[src/rtl/control_unit_mc.sv]
// Multi-cycle CPU control FSM: fetch/decode/execute/mem/halt.
// Optional memory timeout abort: define CU_MEM_TIMEOUT_EN.
package control_unit_mc_pkg;
    localparam logic [4:0] OP_NOT  = 5'd0;
    localparam logic [4:0] OP_AND  = 5'd1;
    localparam logic [4:0] OP_OR   = 5'd2;
    localparam logic [4:0] OP_XOR  = 5'd3;
    localparam logic [4:0] OP_ADD  = 5'd4;
    localparam logic [4:0] OP_SUB  = 5'd5;
    localparam logic [4:0] OP_INC  = 5'd6;
    localparam logic [4:0] OP_DEC  = 5'd7;
    localparam logic [4:0] OP_MUL  = 5'd8;
    localparam logic [4:0] OP_DIV  = 5'd9;
    localparam logic [4:0] OP_JMP  = 5'd10;
    localparam logic [4:0] OP_CALL = 5'd11;
    localparam logic [4:0] OP_RET  = 5'd12;
    localparam logic [4:0] OP_BEQ  = 5'd13;
    localparam logic [4:0] OP_BNE  = 5'd14;
    localparam logic [4:0] OP_LD   = 5'd15;
    localparam logic [4:0] OP_ST   = 5'd16;
    localparam logic [4:0] OP_HALT = 5'd17;

    localparam logic [2:0] LOAD_IR    = 3'd1;
    localparam logic [2:0] LOAD_REG_A = 3'd2;
    localparam logic [2:0] LOAD_REG_B = 3'd3;
    localparam logic [2:0] LOAD_REG_C = 3'd4;
    localparam logic [2:0] LOAD_PC    = 3'd5;
endpackage

module control_unit_mc
    import control_unit_mc_pkg::*;
#(
    parameter int OPCODE_W      = 5,
    parameter int FLAG_W        = 4,
    parameter int SEL_W         = 3,
    parameter int MULDIV_CYCLES = 4,
    parameter int MEM_TIMEOUT   = 15
) (
    input logic              CLK,
    input logic              EN,
    control_unit_mc_if.master bus
);
    typedef enum logic [2:0] {
        S_RESET, S_FETCH, S_DECODE, S_EXECUTE, S_MEM, S_HALT
    } state_t;

    typedef enum logic [3:0] {
        C_LA, C_LB, C_AR, C_MD, C_JMP, C_CALL, C_RET,
        C_BEQ, C_BNE, C_LD, C_ST, C_HLT, C_BAD
    } cls_t;

    localparam int CW = $clog2(MULDIV_CYCLES + 1);

    function automatic cls_t classify(input logic [OPCODE_W-1:0] op);
        case (op)
            OPCODE_W'(OP_NOT): return C_LA;
            OPCODE_W'(OP_AND),
            OPCODE_W'(OP_OR),
            OPCODE_W'(OP_XOR): return C_LB;
            OPCODE_W'(OP_ADD),
            OPCODE_W'(OP_SUB),
            OPCODE_W'(OP_INC),
            OPCODE_W'(OP_DEC): return C_AR;
            OPCODE_W'(OP_MUL),
            OPCODE_W'(OP_DIV): return C_MD;
            OPCODE_W'(OP_JMP): return C_JMP;
            OPCODE_W'(OP_CALL): return C_CALL;
            OPCODE_W'(OP_RET): return C_RET;
            OPCODE_W'(OP_BEQ): return C_BEQ;
            OPCODE_W'(OP_BNE): return C_BNE;
            OPCODE_W'(OP_LD): return C_LD;
            OPCODE_W'(OP_ST): return C_ST;
            OPCODE_W'(OP_HALT): return C_HLT;
            default: return C_BAD;
        endcase
    endfunction

    function automatic logic [SEL_W-1:0] alu_sel(input cls_t c);
        case (c)
            C_LB:    return SEL_W'(LOAD_REG_B);
            C_AR:    return SEL_W'(LOAD_REG_C);
            default: return SEL_W'(LOAD_REG_A);
        endcase
    endfunction

    state_t              st_q, st_d;
    logic [OPCODE_W-1:0] op_q, op_d;
    logic [CW-1:0]       cnt_q, cnt_d;
    cls_t                cd, cq;
    logic                ld, inc, ldpc, rd, wr;
    logic                mode, push, pop, err;
    logic [SEL_W-1:0]    sel;
    logic                unused_flags;

`ifdef CU_MEM_TIMEOUT_EN
    localparam int TW = $clog2(MEM_TIMEOUT + 1);
    logic [TW-1:0] wcnt_q, wcnt_d;
`else
    localparam int unused_timeout = MEM_TIMEOUT;
`endif

    assign cd = classify(bus.OPCODE);
    assign cq = classify(op_q);
    assign unused_flags = ^bus.FLAGS[FLAG_W-1:1];

    // State, latched opcode and counters; reset clears all.
    always_ff @(posedge CLK or negedge EN) begin
        if (!EN) begin
            st_q  <= S_RESET;
            op_q  <= '0;
            cnt_q <= '0;
`ifdef CU_MEM_TIMEOUT_EN
            wcnt_q <= '0;
`endif
        end else begin
            st_q  <= st_d;
            op_q  <= op_d;
            cnt_q <= cnt_d;
`ifdef CU_MEM_TIMEOUT_EN
            wcnt_q <= wcnt_d;
`endif
        end
    end

    // Next-state and strobe decode; STALL freezes the core states.
    always_comb begin
        st_d  = st_q;
        op_d  = op_q;
        cnt_d = cnt_q;
        ld    = 1'b0;
        sel   = '0;
        inc   = 1'b0;
        ldpc  = 1'b0;
        rd    = 1'b0;
        wr    = 1'b0;
        mode  = 1'b0;
        push  = 1'b0;
        pop   = 1'b0;
        err   = 1'b0;
`ifdef CU_MEM_TIMEOUT_EN
        wcnt_d = wcnt_q;
`endif
        unique case (st_q)
            S_RESET: st_d = S_FETCH;
            S_FETCH: begin
                rd = 1'b1;
                if (bus.MEM_ACK) begin
                    ld   = 1'b1;
                    sel  = SEL_W'(LOAD_IR);
                    inc  = 1'b1;
                    st_d = S_DECODE;
                end
`ifdef CU_MEM_TIMEOUT_EN
                else if (wcnt_q == TW'(MEM_TIMEOUT)) begin
                    rd     = 1'b0;
                    err    = 1'b1;
                    wcnt_d = '0;
                end else begin
                    wcnt_d = wcnt_q + TW'(1);
                end
`endif
            end
            S_DECODE: begin
                mode = (cd == C_LA) || (cd == C_LB);
                if (!bus.STALL) begin
                    op_d = bus.OPCODE;
                    st_d = S_FETCH;
                    case (cd)
                        C_LA, C_LB, C_AR, C_MD: begin
                            ld   = 1'b1;
                            sel  = alu_sel(cd);
                            st_d = S_EXECUTE;
                        end
                        C_JMP, C_CALL, C_RET: begin
                            ldpc = 1'b1;
                            sel  = SEL_W'(LOAD_PC);
                            push = (cd == C_CALL);
                            pop  = (cd == C_RET);
                        end
                        C_BEQ, C_BNE: begin
                            if (bus.FLAGS[0] == (cd == C_BEQ)) begin
                                ldpc = 1'b1;
                                sel  = SEL_W'(LOAD_PC);
                            end
                        end
                        C_LD, C_ST: st_d = S_MEM;
                        C_HLT:      st_d = S_HALT;
                        default:    st_d = S_FETCH;
                    endcase
                end
            end
            S_EXECUTE: begin
                mode = (cq == C_LA) || (cq == C_LB);
                if (!bus.STALL) begin
                    sel = alu_sel(cq);
                    if (cq != C_MD) begin
                        ld   = 1'b1;
                        st_d = S_FETCH;
                    end else if (cnt_q == CW'(MULDIV_CYCLES - 1)) begin
                        ld    = 1'b1;
                        cnt_d = '0;
                        st_d  = S_FETCH;
                    end else begin
                        cnt_d = cnt_q + CW'(1);
                    end
                end
            end
            S_MEM: begin
                rd = (cq == C_LD);
                wr = (cq == C_ST);
                if (!bus.STALL) begin
                    if (bus.MEM_ACK) begin
                        if (cq == C_LD) begin
                            ld  = 1'b1;
                            sel = SEL_W'(LOAD_REG_A);
                        end
                        st_d = S_FETCH;
                    end
`ifdef CU_MEM_TIMEOUT_EN
                    else if (wcnt_q == TW'(MEM_TIMEOUT)) begin
                        rd   = 1'b0;
                        wr   = 1'b0;
                        err  = 1'b1;
                        st_d = S_FETCH;
                    end else begin
                        wcnt_d = wcnt_q + TW'(1);
                    end
`endif
                end
            end
            S_HALT:  st_d = S_HALT;
            default: st_d = S_RESET;
        endcase
`ifdef CU_MEM_TIMEOUT_EN
        if (st_d != st_q) wcnt_d = '0;
`endif
    end

    assign bus.LOAD_REG    = ld;
    assign bus.LOAD_SELECT = sel;
    assign bus.INC_PC      = inc;
    assign bus.LOAD_PC     = ldpc;
    assign bus.RD_EN       = rd;
    assign bus.WR_EN       = wr;
    assign bus.MODE        = mode;
    assign bus.PUSH        = push;
    assign bus.POP         = pop;
    assign bus.HALTED      = (st_q == S_HALT);
    assign bus.ERR         = err;
    assign bus.STATE       = st_q;
endmodule
[src/rtl/control_unit_mc_if.sv]
// Control-unit bus: IR/flag/handshake inputs and datapath strobes.
// master = control unit, slave = datapath side.
interface control_unit_mc_if #(
    parameter int OPCODE_W = 5,
    parameter int FLAG_W   = 4,
    parameter int SEL_W    = 3
);
    logic [OPCODE_W-1:0] OPCODE;
    logic [FLAG_W-1:0]   FLAGS;
    logic                STALL;
    logic                MEM_ACK;
    logic                LOAD_REG;
    logic [SEL_W-1:0]    LOAD_SELECT;
    logic                INC_PC;
    logic                LOAD_PC;
    logic                RD_EN;
    logic                WR_EN;
    logic                MODE;
    logic                PUSH;
    logic                POP;
    logic                HALTED;
    logic                ERR;
    logic [2:0]          STATE;

    modport master (
        input  OPCODE, FLAGS, STALL, MEM_ACK,
        output LOAD_REG, LOAD_SELECT, INC_PC, LOAD_PC,
        output RD_EN, WR_EN, MODE, PUSH, POP,
        output HALTED, ERR, STATE
    );

    modport slave (
        output OPCODE, FLAGS, STALL, MEM_ACK,
        input  LOAD_REG, LOAD_SELECT, INC_PC, LOAD_PC,
        input  RD_EN, WR_EN, MODE, PUSH, POP,
        input  HALTED, ERR, STATE
    );
endinterface

[src/flat_wrapper.sv]
// flat-port wrapper written by rule: the top's interface ports become plain ports
module control_unit_mc_flat import control_unit_mc_pkg::*;
#(
    parameter int OPCODE_W      = 5,
    parameter int FLAG_W        = 4,
    parameter int SEL_W         = 3,
    parameter int MULDIV_CYCLES = 4,
    parameter int MEM_TIMEOUT   = 15
)
  (CLK, EN, bus_OPCODE, bus_FLAGS, bus_STALL, bus_MEM_ACK, bus_LOAD_REG, bus_LOAD_SELECT, bus_INC_PC, bus_LOAD_PC, bus_RD_EN, bus_WR_EN, bus_MODE, bus_PUSH, bus_POP, bus_HALTED, bus_ERR, bus_STATE);
  control_unit_mc_if #(.OPCODE_W(OPCODE_W), .FLAG_W(FLAG_W), .SEL_W(SEL_W)) bus_i ();
  input logic CLK;
  input logic EN;
  input wire logic [$bits(bus_i.OPCODE)-1:0] bus_OPCODE;
  input wire logic [$bits(bus_i.FLAGS)-1:0] bus_FLAGS;
  input wire logic [$bits(bus_i.STALL)-1:0] bus_STALL;
  input wire logic [$bits(bus_i.MEM_ACK)-1:0] bus_MEM_ACK;
  output wire logic [$bits(bus_i.LOAD_REG)-1:0] bus_LOAD_REG;
  output wire logic [$bits(bus_i.LOAD_SELECT)-1:0] bus_LOAD_SELECT;
  output wire logic [$bits(bus_i.INC_PC)-1:0] bus_INC_PC;
  output wire logic [$bits(bus_i.LOAD_PC)-1:0] bus_LOAD_PC;
  output wire logic [$bits(bus_i.RD_EN)-1:0] bus_RD_EN;
  output wire logic [$bits(bus_i.WR_EN)-1:0] bus_WR_EN;
  output wire logic [$bits(bus_i.MODE)-1:0] bus_MODE;
  output wire logic [$bits(bus_i.PUSH)-1:0] bus_PUSH;
  output wire logic [$bits(bus_i.POP)-1:0] bus_POP;
  output wire logic [$bits(bus_i.HALTED)-1:0] bus_HALTED;
  output wire logic [$bits(bus_i.ERR)-1:0] bus_ERR;
  output wire logic [$bits(bus_i.STATE)-1:0] bus_STATE;
  assign bus_i.OPCODE = bus_OPCODE;
  assign bus_i.FLAGS = bus_FLAGS;
  assign bus_i.STALL = bus_STALL;
  assign bus_i.MEM_ACK = bus_MEM_ACK;
  assign bus_LOAD_REG = bus_i.LOAD_REG;
  assign bus_LOAD_SELECT = bus_i.LOAD_SELECT;
  assign bus_INC_PC = bus_i.INC_PC;
  assign bus_LOAD_PC = bus_i.LOAD_PC;
  assign bus_RD_EN = bus_i.RD_EN;
  assign bus_WR_EN = bus_i.WR_EN;
  assign bus_MODE = bus_i.MODE;
  assign bus_PUSH = bus_i.PUSH;
  assign bus_POP = bus_i.POP;
  assign bus_HALTED = bus_i.HALTED;
  assign bus_ERR = bus_i.ERR;
  assign bus_STATE = bus_i.STATE;
  control_unit_mc #(.OPCODE_W(OPCODE_W), .FLAG_W(FLAG_W), .SEL_W(SEL_W), .MULDIV_CYCLES(MULDIV_CYCLES), .MEM_TIMEOUT(MEM_TIMEOUT)) u_core (.CLK(CLK), .EN(EN), .bus(bus_i));
endmodule
[config.mk]
export PLATFORM = sky130hd
export DESIGN_NAME = control_unit_mc_flat
export DESIGN_NICKNAME = d
export VERILOG_FILES = /design/src/rtl/control_unit_mc.sv /design/src/rtl/control_unit_mc_if.sv /design/src/flat_wrapper.sv
export SDC_FILE = /design/constraint.sdc
export NUM_CORES = 1
export LEC_CHECK = 0
export BUFFER_PORTS_ARGS = -buffer_cell sky130_fd_sc_hd__buf_4
export CAP_MARGIN = 0
export CORE_ASPECT_RATIO = 1.5
export CORE_UTILIZATION = 45
export CTS_CLUSTER_SIZE = 40
export DETAILED_ROUTE_END_ITERATION = 8
export PLACE_DENSITY_LB_ADDON = 0.05
export SLEW_MARGIN = 30
export SYNTH_ARGS = -nofsm -noshare
export SYNTH_HDL_FRONTEND = slang
export SYNTH_SLANG_ARGS = --single-unit
[constraint.sdc]
create_clock -name CLK -period 4.7 [get_ports CLK]
set_input_delay 0.47 -clock CLK [delete_from_list [all_inputs] [get_ports CLK]]
set_output_delay 0.47 -clock CLK [all_outputs]
set_load 0.01 [all_outputs]
# Word level (Yosys, flattened, before mapping)
# Memory sizes are Yosys's and may differ from the RTL's.
# Index checks and enable logic that the tools add are counted.
# word_totals
reg_bits	11
romBits	256
inputBits	13
wordCells	94
n_memories	2
# memory_table
name	depth	word_bits	rd	rd_ports_with_merged_regs	wr	line	rtl
(no name shown)	32	4	1	0	0	control_unit_mc.sv:55	case (op)
(no name shown)	32	4	1	0	0	control_unit_mc.sv:55	
# classes
addsub	1
eq_ne	29
n_mux	45
n_bitwise	2
reduce_logical	12
# ops
op	count
$mux W3	13
$eq A4 B4 Y1 const B	6
$mux W1	21
$pmux W3 S3	2
$pmux W3 S6	1
$eq A4 B3 Y1 const B	4
$eq A4 B2 Y1 const B	3
$pmux W3 S2	2
$pmux W3 S4	1
$ne A2 B2 Y1 const B	5
$eq A3 B2 Y1 const B	3
$eq A4 B1 Y1 const B	2
$logic_not A4 Y1	2
$eq A3 B3 Y1 const B	2
$pmux W1 S2	3
$reduce_and A6 Y1	1
$ne A4 B2 Y1 const B	1
$pmux W1 S4	1
$reduce_or A2 Y1	2
$reduce_or A4 Y1	1
$add A3 B1 Y3 const B	1
$eq A3 B1 Y1 const B	1
$logic_not A3 Y1	1
$ne A3 B1 Y1 const B	1
other kinds (7)	9

# Logic depth before layout (Yosys ltp)
# Gate-level depths: netlist of the first run.
# An unclocked memory read counts as a cell.
# depth
word_depth	7
ltp_mapped	8
ltp_nobuf	7

# Worst setup path after synthesis of the first run
# OpenSTA, ideal clock, no wires.
# synth_path
path_type	input port to output port
from	input bus_OPCODE[1]
to	output bus_LOAD_SELECT[0]
arrival_ns	2.156
t_required_ns	4.230
slack_ns	2.074
stages	8
n_path_buf	1
path_cell_list	buf_2 -> inv_1 -> ha_1 -> nand3b_4 -> nor3b_2 -> a22o_2 -> a21boi_2 -> or4_1
# synth_via
elab_chain_cells	7
# synth_rtl
element	line	rtl
from (decl)	flat_wrapper.sv:14	input wire logic [$bits(bus_i.OPCODE)-1:0] bus_OPCODE;
$mem_v2 Z32 W4 (*)	n/a	
$eq A4 B3 Y1	control_unit_mc.sv:168, control_unit_mc.sv:181	
$eq A1 B1 Y1	control_unit_mc.sv:181	if (bus.FLAGS[0] == (cd == C_BEQ)) begin
$mux W3	control_unit_mc.sv:181	
$pmux W3 S3 (*)	control_unit_mc.sv:168	case (cd)
$mux W3 (*)	control_unit_mc.sv:165	if (!bus.STALL) begin
$pmux W3 S4 (*)	control_unit_mc.sv:143	unique case (st_q)
to (decl)	flat_wrapper.sv:19	output wire logic [$bits(bus_i.LOAD_SELECT)-1:0] bus_LOAD_SELECT;
# Every way passes the cells marked *; elsewhere a longest branch is shown, timed or not.

# Worst setup path in the final report of the first run
# layout_path
from	register u_core.op_q[1]
to	output bus_LOAD_REG
# layout_via
elab_chain_cells	6
# layout_rtl
element	line	rtl
from (decl)	control_unit_mc.sv:87	logic [OPCODE_W-1:0] op_q, op_d;
from (signal assigned)	control_unit_mc.sv:117	op_q <= op_d;
$mem_v2 Z32 W4 (*)	n/a	
$eq A4 B4 Y1	control_unit_mc.sv:213	if (cq == C_LD) begin
$mux W1	control_unit_mc.sv:213	
$mux W1	control_unit_mc.sv:212	if (bus.MEM_ACK) begin
$mux W1	control_unit_mc.sv:211	if (!bus.STALL) begin
$pmux W1 S4 (*)	control_unit_mc.sv:143	
to (decl)	flat_wrapper.sv:18	output wire logic [$bits(bus_i.LOAD_REG)-1:0] bus_LOAD_REG;
# Marks and branches as above.

==> flow_metrics.tcl, run 1 <==
set metrics [dict create \
    clk_path_buf_depth 2 \
    synth_top_family_by_area "simple AND/OR/NAND/NOR gates" \
    synth-simple-area-share 0.3679 \
    grt_pass1_vias 1207 \
    setup_tns_ns 0 \
    dp_cells 210 \
    synth_cells 161 \
    worstPathRequired_ns 4.23 \
    drc 0 \
    yosys-mux-area-fraction 0.01613 \
    worstSkewPairLatency_ns 0.24 \
    cts_root_buf "clkbuf_8" \
    stdcell_count 214 \
    viasPerCell 5.883 \
    skew_ns 0.002270 \
    hold_class "in -> async" \
    grt_usage 0.2438 \
    hold_slack_ns 0.05864 \
    leakagePower_nw 0.6530 \
    outcome "finished, final reports clean" \
    diodes 0 \
    cts.sinks 11 \
    placed_cell_area_mm2 0.001385 \
    synth_edf_count 0 \
    area_delta_synth_final_pct 15.22 \
    io-pin-count 29 \
    final_area_mm2 0.001430 \
    synth_fa_ha_area_frac 0.05040 \
    cp_slowest_cell "or4b_1" \
    reg2reg_slack_ns 2.24 \
    tightest_slew_ns 0.5664 \
    r2r_end "u_core.bus.STATE[1]" \
    fin_util 0.5402 \
    dp_hpwl_um 2507 \
    grt_max_degree 15 \
    ys_types 53 \
    vias 1259 \
    swShare 0.4418 \
    worstSetupStartpointType "flip-flop" \
    finalSetupViolCount 0 \
    worst-r2r-cell-count 6 \
    use_met3 0.02732 \
    synth_top_area_cell "dfrtp_1" \
    netlist_area_mm2 0.001241 \
    ys_seq_elements 11 \
    cp_top_family "simple AND/OR/NAND/NOR gates" \
    crit_chain "inv_1 > ha_1 > or4b_1 > a221oi_1 > o21ai_0 > nand2_1 > o211ai_1 > buf_4" \
    yosysTopAreaCellShare 0.2218 \
    post_cts_buffers 0 \
    register_area_um2 275.3 \
    synthTopCellsByArea "dfrtp_1 (22%), o21ai_0 (6.0%), nand2_1 (5.4%)" \
    critPathBufInv 2 \
    start_util 0.4688 \
    hold_buffers 0 \
    cts_made_buffers 3 \
    drt_first_iter_violations 35 \
    worstSetupPathType "reg -> out" \
    rows 23 \
    maxCapViolations 0 \
    portBuffers 24 \
    synth_xor_area_frac 0 \
    first_pass_iters 4 \
    synth_area_per_cell_um2 7.709 \
    yosysWarnings 0 \
    grt_pass1_wl_um 5361 \
    max_stage_delay_ns 0.57 \
    core_region_area_mm2 0.002648 \
    gr-total-overflow 0 \
    pwr_density_cell_mw_per_mm2 468.0 \
    die_w_um 44.88 \
    h-tree-depth 1 \
    async_flop_share 1.000 \
    fin_crit_ns 3.106 \
    cp.arrival_ns 2.64 \
    slew-limit-headroom 0.6195 \
    cts_resized 0 \
    critPathMaxFanout 10 \
    finalCritPeriodShare 0.6609 \
    p_seq_frac 0.305 \
    place_congestion 0.9366 \
    synth_compound_area_frac 0.2409 \
    slew_viol_final 0 \
    grt.busiest_layer "met2" \
    wire_per_inst_um 14.80 \
    r2r-start "u_core.op_q[1]" \
    rsz0062_at_grt "false" \
    die_h_um 66.32 \
    multi_input_area_um2 842.1 \
    synth_flop_cell "dfrtp_1" \
    clockPowerShare 0.141 \
    ant_nets 0 \
    p_sw_w 0.0002957 \
    hold_viol_final 0 \
    antenna_found_initial 0 \
    end_kind "output pin" \
    routed_wl_um 3168 \
    pwr-share-comb 0.554 \
    fill_cells 303 \
    synth_fp_nets 179 \
    power.internal_w 0.0003736 \
    use_met2 0.4338 \
    nNetsFinal 196 \
    final_layout_size_suffix_gt1_frac 0.2203 \
    timing.fmax_mhz 321.9 \
    ir_worst_vdd_mv 0.1535 \
    met1_usage 0.2761 \
    clkSlewWorstSetupHoldPaths_ns 0.05 \
    ys_seq_area_frac 0.2218 \
    dieArea_mm2 0.002976 \
    cts_tree "built" \
]
==> power groups by stage <==
stage | Combinational, W | Sequential [W] | Clock, W
floorplan | 0.000305 | 0.000161 | 0
global placement | 0.000364 | 0.000202 | 0
detailed placement | 0.000370 | 0.000205 | 0
CTS | 0.000373 | 0.000203 | 0.0000972
global route | 0.000419 | 0.000216 | 0.000101
finish | 0.000371 | 0.000204 | 0.0000947
==> metrics by stage <==
step	power, W	worst slack [ns]
after detailed placement	0.0005747	1.842
after global routing	0.0007369	1.314
after floorplan	0.0004663	2.074
final	0.0006693	1.594
after CTS	0.0006736	1.580
after global placement	0.0005669	1.877
==> worst max-delay path by stage <==
stage / from / end / slack (ns) / depth (start not counted)
6_report: u_core.op_q[1] / bus_LOAD_REG / 1.59 / 8
5_1_grt: u_core.op_q[1] / bus_LOAD_REG / 1.31 / 8
4_1_cts: u_core.op_q[1] / bus_LOAD_REG / 1.58 / 8
3_5_place_dp: u_core.op_q[1] / bus_LOAD_REG / 1.84 / 8
3_3_place_gp: u_core.op_q[1] / bus_LOAD_REG / 1.88 / 8
2_1_floorplan: bus_OPCODE[1] / bus_LOAD_SELECT[0] / 2.07 / 8
==> final cells by class <==
cell class / instances / share of cell area
well taps: 37 / 0.03237
multi-input cells: 127 / 0.5888
flip-flops and latches: 11 / 0.1925
repair buffers: 24 / 0.1260
inverters: 11 / 0.02887
clock buffers: 4 / 0.03150
==> layer usage <==
metal / share of wire / wire length (um) / vias to the layer above
li1: - / - / 620
met1: 0.41 / 1287 / 593
met2: 0.53 / 1686 / 35
met3: 0.030 / 94 / 11
met4: 0.032 / 100 / 0
met5: 0 / 0 / -
==> layout by cell type, fill, tap and decap left out, drive strengths merged, types with 2 or more instances in the layout <==
master / netlist / final
a21o: 2 / 2
a21oi: 6 / 6
a221oi: 2 / 2
and2: 2 / 2
buf: 11 / 24
clkbuf: 1 / 4
dfrtp: 11 / 11
ha: 5 / 5
inv: 11 / 11
mux2i: 2 / 2
nand2: 18 / 18
nand2b: 3 / 3
nand3: 6 / 6
nand3b: 5 / 5
nand4: 2 / 2
nand4bb: 2 / 2
nor2: 12 / 12
nor2b: 5 / 5
nor3: 3 / 3
nor3b: 3 / 3
nor4b: 2 / 2
o21ai: 16 / 16
o22ai: 2 / 2
o31a: 2 / 2
o31ai: 2 / 2
or4b: 4 / 4
==> kinds of logic after synthesis <==
| family | count (synthesis) |
|---|---|
| DFF | 11 |
| muxes | 2 |
| and+or+nand+nor | 75 |
| adders and majority gates | 5 |
| other | 1 |
| AOI/OAI and AO/OA | 44 |
| buffers and inverters | 23 |
==> synth_stat cells, types with 3 or more instances <==
master and count:
buf_6 3, or4b_1 3, o21ai_0 15, dfrtp_1 11
nand2b_1 3, nand2_1 18, nor2b_1 5, ha_1 5
inv_1 11, nand3b_1 4, nor3_1 3, nand3_1 6
buf_2 6, a21oi_1 6, nor2_1 12
==> flip-flops by register name, indices dropped and copies added (netlist names) <==
name,cells
u_core.bus.STATE,3
u_core.cnt_q,3
u_core.op_q,5
Note: power is estimated with default switching activity, not from simulation.
==> inputs of run 2 (changes only) <==
- clock period: 4.7 -> 2.7 ns (I/O delays scaled with it)
==> run 2 against run 1 <==
  * Clock-buffer cell count stayed put
  * Setup slack worse by 1.5 ns
  * Clock skew is 0.0014 ns higher
  * Sequential power is 59% higher
==> flow_metrics.tcl, run 2 (synthesized netlist as in run 1, its figures left out) <==
set metrics [dict create \
    rsz0062_at_grt "false" \
    timing.fmax_mhz 384.8 \
    grt_max_degree 15 \
    cts_tree "built" \
    cts_root_buf "clkbuf_8" \
    slew-limit-headroom 0.5937 \
    portBuffers 24 \
    h-tree-depth 1 \
    hold_class "in -> reg" \
    place_congestion 0.9028 \
    clkSlewWorstSetupHoldPaths_ns 0.05 \
    gr-total-overflow 0 \
    layout_commonest_cell "buf_4" \
    finalSetupViolCount 0 \
    holdCritStartpoint "bus_OPCODE[0]" \
    hold_depth 3 \
    grt_usage 0.2471 \
    die_w_um 44.88 \
    first_pass_iters 4 \
    hold_viol_final 0 \
    drc 0 \
    slew_viol_final 0 \
    vias 1260 \
    min_to "u_core.op_q[0]" \
    clk_path_buf_depth 2 \
    crit_chain "inv_1 > ha_1 > or4b_1 > a21o_1 > nor3_1 > a221o_2 > buf_4" \
    dp_hpwl_um 2535 \
    final_layout_size_suffix_gt1_frac 0.2514 \
    r2r_end "u_core.cnt_q[1]" \
    reg2reg_slack_ns 0.50 \
    viasPerCell 5.727 \
    die_h_um 66.32 \
    routed_wl_um 3267 \
    area_delta_synth_final_pct 19.86 \
    ant_nets 0 \
    diodes 0 \
    skew_ns 0.003631 \
    fin_crit_ns 2.599 \
    start_util 0.4688 \
    io-pin-count 29 \
    worstSkewPairLatency_ns 0.24 \
    grt_pass1_wl_um 5409 \
    maxCapViolations 0 \
    worst-r2r-cell-count 7 \
    wire_per_inst_um 14.85 \
    finalCritPeriodShare 0.9625 \
    pwr_density_cell_mw_per_mm2 835.3 \
    antenna_found_initial 0 \
    top_register "u_core.op_q" \
    mostFrequentLayoutCells "buf_4 (29), nand2_1 (18), o21ai_0 (14)" \
    drt_first_iter_violations 59 \
    ir_worst_vdd_mv 0.3028 \
    critPathMaxFanout 4 \
    cp_slowest_cell "or4b_1" \
    dieArea_mm2 0.002976 \
    cp.arrival_ns 2.33 \
    max_stage_delay_ns 0.59 \
    grt_pass1_vias 1205 \
    nNetsFinal 202 \
    cp_top_family "simple AND/OR/NAND/NOR gates" \
    leakagePower_nw 0.6829 \
    core_region_area_mm2 0.002648 \
    largest_reg_flops 5 \
    cts.sinks 11 \
    worstSetupStartpointType "flip-flop" \
    worstSetupPathType "reg -> out" \
    outcome "finished, final reports clean" \
    r2r-start "u_core.op_q[1]" \
    cts_made_buffers 3 \
    rows 23 \
    worstPathRequired_ns 2.43 \
    critPathBufInv 2 \
    end_kind "output pin" \
    tightest_slew_ns 0.6009 \
    setup_tns_ns 0 \
    total_power_w 0.001243 \
]
==> run 2: worst min-delay path: stages <==
cell	delay [ns]
buf_4	0.12
nand2_1	0.05
nand2_1	0.05
==> run 2: worst max path at each step <==
stage                               endpoint            from  slack (ns)  depth (start not counted)
after detailed placement  bus_LOAD_SELECT[0]   bus_OPCODE[1]        0.24                          9
after global placement          bus_LOAD_REG  u_core.op_q[1]        0.28                          8
after global routing            bus_LOAD_REG  u_core.op_q[1]       0.009                          8
final                     bus_LOAD_SELECT[2]  u_core.op_q[1]        0.10                          7
after floorplan                 bus_LOAD_REG  u_core.op_q[1]        0.37                          8
after CTS                       bus_LOAD_REG  u_core.op_q[1]        0.03                          8
==> run 2: final cells by class <==
| type | count | area, um^2 |
|---|---|---|
| Clock buffer | 4 | 45.04 |
| Multi-Input combinational cell | 127 | 852.1 |
| Inverter | 11 | 41.29 |
| Tap cell | 37 | 46.29 |
| Sequential cell | 11 | 275.3 |
| Fill cell | 279 | 1160 |
| Timing Repair Buffer | 30 | 227.7 |
==> run 2: routing by layer <==
metal,vias up,part of all wire,GRT usage
met3,4,0.039,0.01913
met5,-,0,0
li1,629,-,-
met4,0,0.014,0.07955
met1,584,0.41,0.2843
met2,43,0.54,0.4614
==> run 2: power by group <==
| part | leakage, nW | switching, W | total (W) | internal [W] |
|---|---|---|---|---|
| registers | 0.131 | 0.0000950 | 0.000325 | 0.000230 |
| clock network | 0.0228 | 0.0000617 | 0.000165 | 0.000104 |
| logic | 0.529 | 0.000388 | 0.000752 | 0.000364 |
| total | 0.683 | 0.000545 | 0.00124 | 0.000698 |
==> run 2: metrics by stage <==
stage	cell area [um^2]	setup WS (ns)	hold WS, ns	std cells	utilization
2_1_floorplan	1241	0.3717	-0.02559	161	-
4_1_cts	1470	0.03096	0.2829	219	0.5553
5_1_grt	1488	0.008825	0.3210	220	0.5619
6_report	1488	0.1011	0.2853	220	0.5619
3_3_place_gp	1415	0.2832	0.1152	214	0.5345
3_5_place_dp	1415	0.2436	0.1210	214	0.5345
==> run 2: timing repair <==
action / in CTS / in global routing
hold buffers: 1 / 0
buffers inserted: 0 / 1
pin swaps: 0 / 1
endpoints found under the hold margin: 11 / 0
setup endpoints to repair: 1 / 1
resized for setup: 1 / 2
